<file path="src/rtl/pellet_tracker.sv">
// pellet_tracker: owner of the per-tile pellet map for the maze.
//   - INIT copies the external pellet-mask ROM into a 1200x1 dual-port RAM and counts pellets.
//   - Once per frame, the tile under the player is read, and if it holds a pellet the tile is
//     cleared, the score is bumped (saturating) and the pellet count drops.
//   - Port B of the RAM serves the renderer: pellet_on marks the dot in the middle of each tile.
// Ports:
//   vga_clk, Reset_n        clock, async active-low reset
//   restart, frame_tick     1-cycle control pulses
//   BallX, BallY            player centre (pixels)
//   init_addr, init_pellet  mask ROM address out, registered ROM data in
//   DrawX, DrawY, pellet_on renderer pixel in, dot flag out (1-cycle latency)
//   score, pellets_left, eat_pulse, level_clear, busy   status outputs
module pellet_tracker #(
  parameter int unsigned TILE_LOG2  = 4,
  parameter int unsigned COLS       = 40,
  parameter int unsigned ROWS       = 30,
  parameter int unsigned PELLET_PTS = 10
) (
  input  logic        vga_clk,
  input  logic        Reset_n,
  input  logic        restart,
  input  logic        frame_tick,
  input  logic [9:0]  BallX,
  input  logic [9:0]  BallY,
  output logic [10:0] init_addr,
  input  logic        init_pellet,
  input  logic [9:0]  DrawX,
  input  logic [9:0]  DrawY,
  output logic        pellet_on,
  output logic [15:0] score,
  output logic [10:0] pellets_left,
  output logic        eat_pulse,
  output logic        level_clear,
  output logic        busy
);

  localparam int unsigned Tiles  = COLS * ROWS;
  localparam logic [9:0]  XLimit = 10'(COLS << TILE_LOG2);
  localparam logic [9:0]  YLimit = 10'(ROWS << TILE_LOG2);
  localparam logic [10:0] LastCnt = 11'(Tiles);

  typedef enum logic [2:0] {StInit, StIdle, StRead, StCheck, StWrite} state_e;

  // Only meaningful for in-range coordinates; callers gate with the range check.
  function automatic logic [10:0] tile_of(input logic [9:0] x, input logic [9:0] y);
    return 11'(11'(y >> TILE_LOG2) * 11'(COLS)) + 11'(x >> TILE_LOG2);
  endfunction

  state_e      state_q;
  logic [10:0] cnt_q;
  logic [10:0] tile_q;
  logic [15:0] score_q;
  logic [10:0] left_q;
  logic        eat_q;
  logic        clear_q;
  logic        busy_q;
  logic        pix_ok_q;

  logic        mem [Tiles];
  logic        a_rd_q;
  logic        b_rd_q;

  logic        we_a;
  logic        wd_a;
  logic [10:0] addr_a;
  logic [10:0] addr_b;
  logic        ball_ok;
  logic [10:0] ball_tile;
  logic        draw_ok;
  logic        draw_dot;
  logic [16:0] score_sum;

  assign ball_ok   = (BallX < XLimit) && (BallY < YLimit);
  assign ball_tile = tile_of(BallX, BallY);
  assign draw_ok   = (DrawX < XLimit) && (DrawY < YLimit);
  // Out-of-range pixels still read a legal RAM word; the range term masks the result.
  assign addr_b    = draw_ok ? tile_of(DrawX, DrawY) : '0;
  assign draw_dot  = draw_ok && (DrawX[3:0] >= 4'd6) && (DrawX[3:0] <= 4'd9) &&
                     (DrawY[3:0] >= 4'd6) && (DrawY[3:0] <= 4'd9);
  assign score_sum = {1'b0, score_q} + 17'(PELLET_PTS);

  // Port A: INIT writes the ROM byte for the previous address; WRITE clears the latched tile.
  always_comb begin
    we_a   = 1'b0;
    wd_a   = 1'b0;
    addr_a = tile_q;
    if (!restart) begin
      case (state_q)
        StInit: begin
          if (cnt_q != '0) begin
            we_a   = 1'b1;
            wd_a   = init_pellet;
            addr_a = cnt_q - 11'd1;
          end
        end
        StWrite: we_a = 1'b1;
        default: ;
      endcase
    end
  end

  // Dual-port RAM; port B sees old data when port A writes the same word.
  always_ff @(posedge vga_clk) begin
    if (we_a) mem[addr_a] <= wd_a;
    a_rd_q <= mem[addr_a];
    b_rd_q <= mem[addr_b];
  end

  always_ff @(posedge vga_clk or negedge Reset_n) begin
    if (!Reset_n) begin
      state_q  <= StInit;
      cnt_q    <= '0;
      tile_q   <= '0;
      score_q  <= '0;
      left_q   <= '0;
      eat_q    <= 1'b0;
      clear_q  <= 1'b0;
      busy_q   <= 1'b1;
      pix_ok_q <= 1'b0;
    end else begin
      pix_ok_q <= draw_dot;
      eat_q    <= 1'b0;
      if (restart) begin
        state_q <= StInit;
        cnt_q   <= '0;
        score_q <= '0;
        left_q  <= '0;
        clear_q <= 1'b0;
        busy_q  <= 1'b1;
      end else begin
        case (state_q)
          StInit: begin
            if ((cnt_q != '0) && init_pellet) left_q <= left_q + 11'd1;
            if (cnt_q == LastCnt) begin
              state_q <= StIdle;
              busy_q  <= 1'b0;
              if ((left_q + 11'(init_pellet)) == '0) clear_q <= 1'b1;
            end else begin
              cnt_q <= cnt_q + 11'd1;
            end
          end
          StIdle: begin
            if (frame_tick && ball_ok) begin
              tile_q  <= ball_tile;
              state_q <= StRead;
            end
          end
          StRead: state_q <= StCheck;
          StCheck: begin
            if (a_rd_q) begin
              // Counters update on entry to WRITE so they are visible with eat_pulse.
              state_q <= StWrite;
              eat_q   <= 1'b1;
              score_q <= score_sum[16] ? 16'hFFFF : score_sum[15:0];
              left_q  <= left_q - 11'd1;
            end else begin
              state_q <= StIdle;
              if (left_q == '0) clear_q <= 1'b1;
            end
          end
          StWrite: begin
            state_q <= StIdle;
            if (left_q == '0) clear_q <= 1'b1;
          end
          default: state_q <= StIdle;
        endcase
      end
    end
  end

  // The counter runs one past the last tile to flush the final ROM word; hold the address.
  assign init_addr    = (cnt_q == LastCnt) ? LastCnt - 11'd1 : cnt_q;
  assign pellet_on    = b_rd_q & pix_ok_q;
  assign score        = score_q;
  assign pellets_left = left_q;
  assign eat_pulse    = eat_q;
  assign level_clear  = clear_q;
  assign busy         = busy_q;

endmodule

</file>
<file path="config.mk">
export PLATFORM = sky130hd
export DESIGN_NAME = pellet_tracker
export DESIGN_NICKNAME = d
export VERILOG_FILES = /design/src/rtl/pellet_tracker.sv
export SDC_FILE = /design/constraint.sdc
export NUM_CORES = 2
export LEC_CHECK = 0
export CAP_MARGIN = 20
export CORE_AREA = 2 2 527 529
export DETAILED_ROUTE_END_ITERATION = 10
export DIE_AREA = 0 0 529 531
export GPL_TIMING_DRIVEN = 0
export PLACE_DENSITY = 0.41
export REMOVE_ABC_BUFFERS = 1
export SETUP_SLACK_MARGIN = 0.5
export SKIP_CTS_REPAIR_TIMING = 1
export SYNTH_ARGS = -nofsm -noshare
export SYNTH_HDL_FRONTEND = slang
export SYNTH_SLANG_ARGS = --single-unit
</file>
<file path="constraint.sdc">
create_clock -name vga_clk -period 36.5 [get_ports vga_clk]
set_input_delay 5.475 -clock vga_clk [delete_from_list [all_inputs] [get_ports vga_clk]]
set_output_delay 5.475 -clock vga_clk [all_outputs]
set_load 0.1 [all_outputs]
</file>
==> flow_metrics.py <==
metrics = {
    "setup_path": {
        "cpPeakStageDelay_ps": 1040,
        "crit_path_end_kind": "flop",
        "cp_slowest_cell": "nor4_1",
        "required_ps": 37190,
        "crit_type": "input port to flop",
        "setup.worst_path.start": "DrawX[4]",
        "start_kind": "input port",
        "critical_path_peak_fanout": 90,
        "cpMostUsedCell": "buf_16",
        "rr_startpoint": "cnt_q[0]",
        "crit_arrival_ps": 12490,
        "ff2ff_path_depth": 16,
        "path_cells": "buf_8 -> buf_16 -> buf_16 -> buf_16 -> nand2_1 -> or3_4 -> buf_16 -> buf_16 -> o221ai_1 -> a31oi_1 -> o211ai_1 -> nand4b_1 -> nor4_1 -> o311a_1 -> o211ai_1 -> nand4_1 -> o21ai_0 -> buf_4",
    },
    "worst_hold_path": {
        "holdPathStages": 2,
        "hp-start": "tile_q[7]",
        "hp-class": "flop to flop",
    },
    "yosys": {
        "synth_flop_cell": "edfxtp_1",
        "syn_inst": 7041,
        "ys_ff_latch": 1258,
        "synth_cell_types": 100,
        "syn_area_um2": 68500,
        "syn_area_per_cell_um2": 9.73,
        "async_reset_ff_frac": 0.0445,
        "synth_edf_count": 1200,
        "synth_seq_area_share": 0.547,
        "synth_warnings": 0,
    },
    "routing": {
        "vias_per_cell": 5.75,
        "wl_per_cell_um": 33.2,
        "drtPass1Iterations": 8,
        "routed_wl_um": 354000,
        "drc": 0,
        "vias": 61300,
        "drt-initial-drc-count": 8417,
        "drtAntennaViolNets": 0,
    },
    "layout": {
        "postLayoutCellArea_um2": 82800,
        "fin_nets": 7011,
        "synthToLayoutAreaGrowth_pct": 20.9,
        "mostFrequentLayoutCell": "nor2_1",
        "drive_above_1_share": 0.111,
        "final_cell_mix": "nor2_1 (1396), edfxtp_1 (1200), nand2_1 (1064)",
        "fill_cells": 28500,
    },
    "die": {
        "dieArea_um2": 281000,
        "die_height_um": 531,
        "core-area_um2": 275000,
        "start_util": 0.249,
        "io_pins": 87,
        "die_x_um": 529,
        "row_count": 193,
    },
    "timing": {
        "finalSetupViolCount": 0,
        "final_hold_viol_count": 0,
        "drv_slew": 0,
        "timing.final.ws_setup_ps": 24700,
        "setup_tns_ps": 0,
        "slew_headroom": 0.0975,
        "min_period_ps": 11800,
        "fmax_mhz": 84.8,
        "period_share": 0.323,
        "worst_pin_slew_ps": 1340,
        "finClkSkew_ps": 23.5,
        "rsz0062_at_grt": "false",
    },
    "outcome": {
        "status": "finished clean",
    },
    "pwr": {
        "p_per_area_nw_per_um2": 46.2,
        "leakage_nw": 28.3,
        "peakVddDrop_v": 0.0000497,
    },
    "placement": {
        "place_congestion": 0.834,
        "placed_area_um2": 77400,
        "hpwl_um": 224000,
        "portBuffers": 76,
        "preCtsSetupSlack_ps": 24120,
    },
    "global_route": {
        "grt_usage": 0.245,
        "first_global_vias": 58100,
        "antenna_found_initial": 31,
        "grt_pass1_wl_um": 483000,
        "gr-total-overflow": 0,
        "grt_max_degree": 96,
    },
    "clocking": {
        "numCtsBuffers": 153,
        "cts_htree_levels": 4,
        "clock-root-buffer": "clkbuf_16",
        "tritoncts": "yes",
        "clk_latency_ps": 820,
        "clk_pin_slew_worst_paths_ps": 60,
        "cts_sinks": 1258,
        "clock_path_buffers": 3,
    },
    "run": {
        "maxCapViolCount": 0,
    },
}
==> registers in the layout, summed over array words and instances (netlist names) <==
register / cells
mem: 1200
score: 16
cnt_q: 11
pellets_left: 11
tile_q: 11
state_q: 3
a_rd_q: 1
b_rd_q: 1
busy: 1
eat_pulse: 1
level_clear: 1
pix_ok_q: 1
==> layer usage <==
layer,global-route usage,up-vias,share of wire
met2,0.373,3703,0.44
met3,0.0504,775,0.098
li1,-,25400,-
met5,0,-,0.00029
met4,0.117,16,0.052
met1,0.332,31500,0.41
==> logic make-up (layout without fill, tap and decap cells) <==
logic type               Yosys count  after routing  share of synthesized area
flip-flops                      1258           1258                      0.547
adder cells (fa/ha/maj)           41             41                    0.00804
AND/OR/NAND/NOR                 3248           3248                      0.198
buffers and inverters            740            749                     0.0428
AO/OA/AOI/OAI                   1236           1236                      0.123
other                              0             14                          0
XOR/XNOR                          58             58                    0.00742
multiplexers                     460            460                     0.0741
==> area by class of cell <==
cell class	count	area (um^2)	area share
inverters	68	268	0.00323
flip-flops and latches	1258	37500	0.452
clock buffers	203	4210	0.0508
multi-input cells	5043	28900	0.349
clock inverters	77	596	0.00719
diodes	14	35.0	0.000423
repair buffers	401	6860	0.0828
well taps	3607	4510	0.0545
==> report_power, final <==
| part | switching [mW] | internal, mW |
|---|---|---|
| logic | 0.504 | 0.206 |
| registers | 0.00396 | 1.59 |
| clock network | 0.656 | 0.865 |
| total | 1.16 | 2.66 |
==> stage by stage <==
step                utilization  total power, mW  cells  hold slack (ps)
floorplan                     -             2.04   6369              450
global placement          0.258             2.50  10100              488
detailed placement        0.281             2.31  10300              489
CTS                       0.298             3.82  10600              501
global route              0.301             3.91  10700              540
finish                    0.301             3.82  10700              494
==> cell usage after synthesis, types with 24 or more instances <==
| library cell | count | area [um^2] |
|---|---|---|
| inv_1 | 67 | 251 |
| o22ai_1 | 90 | 563 |
| edfxtp_1 | 1200 | 36000 |
| o211ai_1 | 38 | 285 |
| dfrtp_1 | 55 | 1380 |
| or3_1 | 38 | 238 |
| and2_1 | 24 | 150 |
| nand2_1 | 1100 | 4130 |
| a31oi_1 | 96 | 601 |
| ha_1 | 36 | 450 |
| a32oi_1 | 29 | 254 |
| o32ai_1 | 25 | 219 |
| a2111oi_0 | 59 | 517 |
| o221ai_1 | 90 | 788 |
| nor2_1 | 1422 | 5340 |
| mux2i_1 | 350 | 3500 |
| xor2_1 | 24 | 210 |
| nor4_1 | 27 | 169 |
| o21ai_0 | 197 | 986 |
| nand3_1 | 261 | 1310 |
| a311oi_1 | 26 | 228 |
| a211oi_1 | 81 | 608 |
| xnor2_1 | 34 | 298 |
| buf_2 | 55 | 275 |
| clkbuf_1 | 504 | 1890 |
| nand4_1 | 49 | 307 |
| mux4_2 | 29 | 653 |
| mux2_2 | 72 | 811 |
| buf_1 | 97 | 364 |
| nor3_1 | 210 | 1050 |
| a21oi_1 | 275 | 1380 |
| and3_1 | 43 | 269 |
==> worst max-delay path, delay by kind of cell <==
| kind | cells | cell delay, ps |
|---|---|---|
| buffers and inverters | 7 | 2450 |
| AO/OA/AOI/OAI | 6 | 1110 |
| AND/OR/NAND/NOR | 5 | 2930 |
==> path summary, 6_finish.rpt <==
kind                             endpoint  slack [ps]
min in group asynchronous       score[10]        4740
worst max register to register     a_rd_q       28820
worst max-delay path               b_rd_q       24700
worst min-delay path            tile_q[7]         490
max in group asynchronous            busy       31060
worst min register to register  tile_q[7]         490
(Power assumes the default switching activity.)
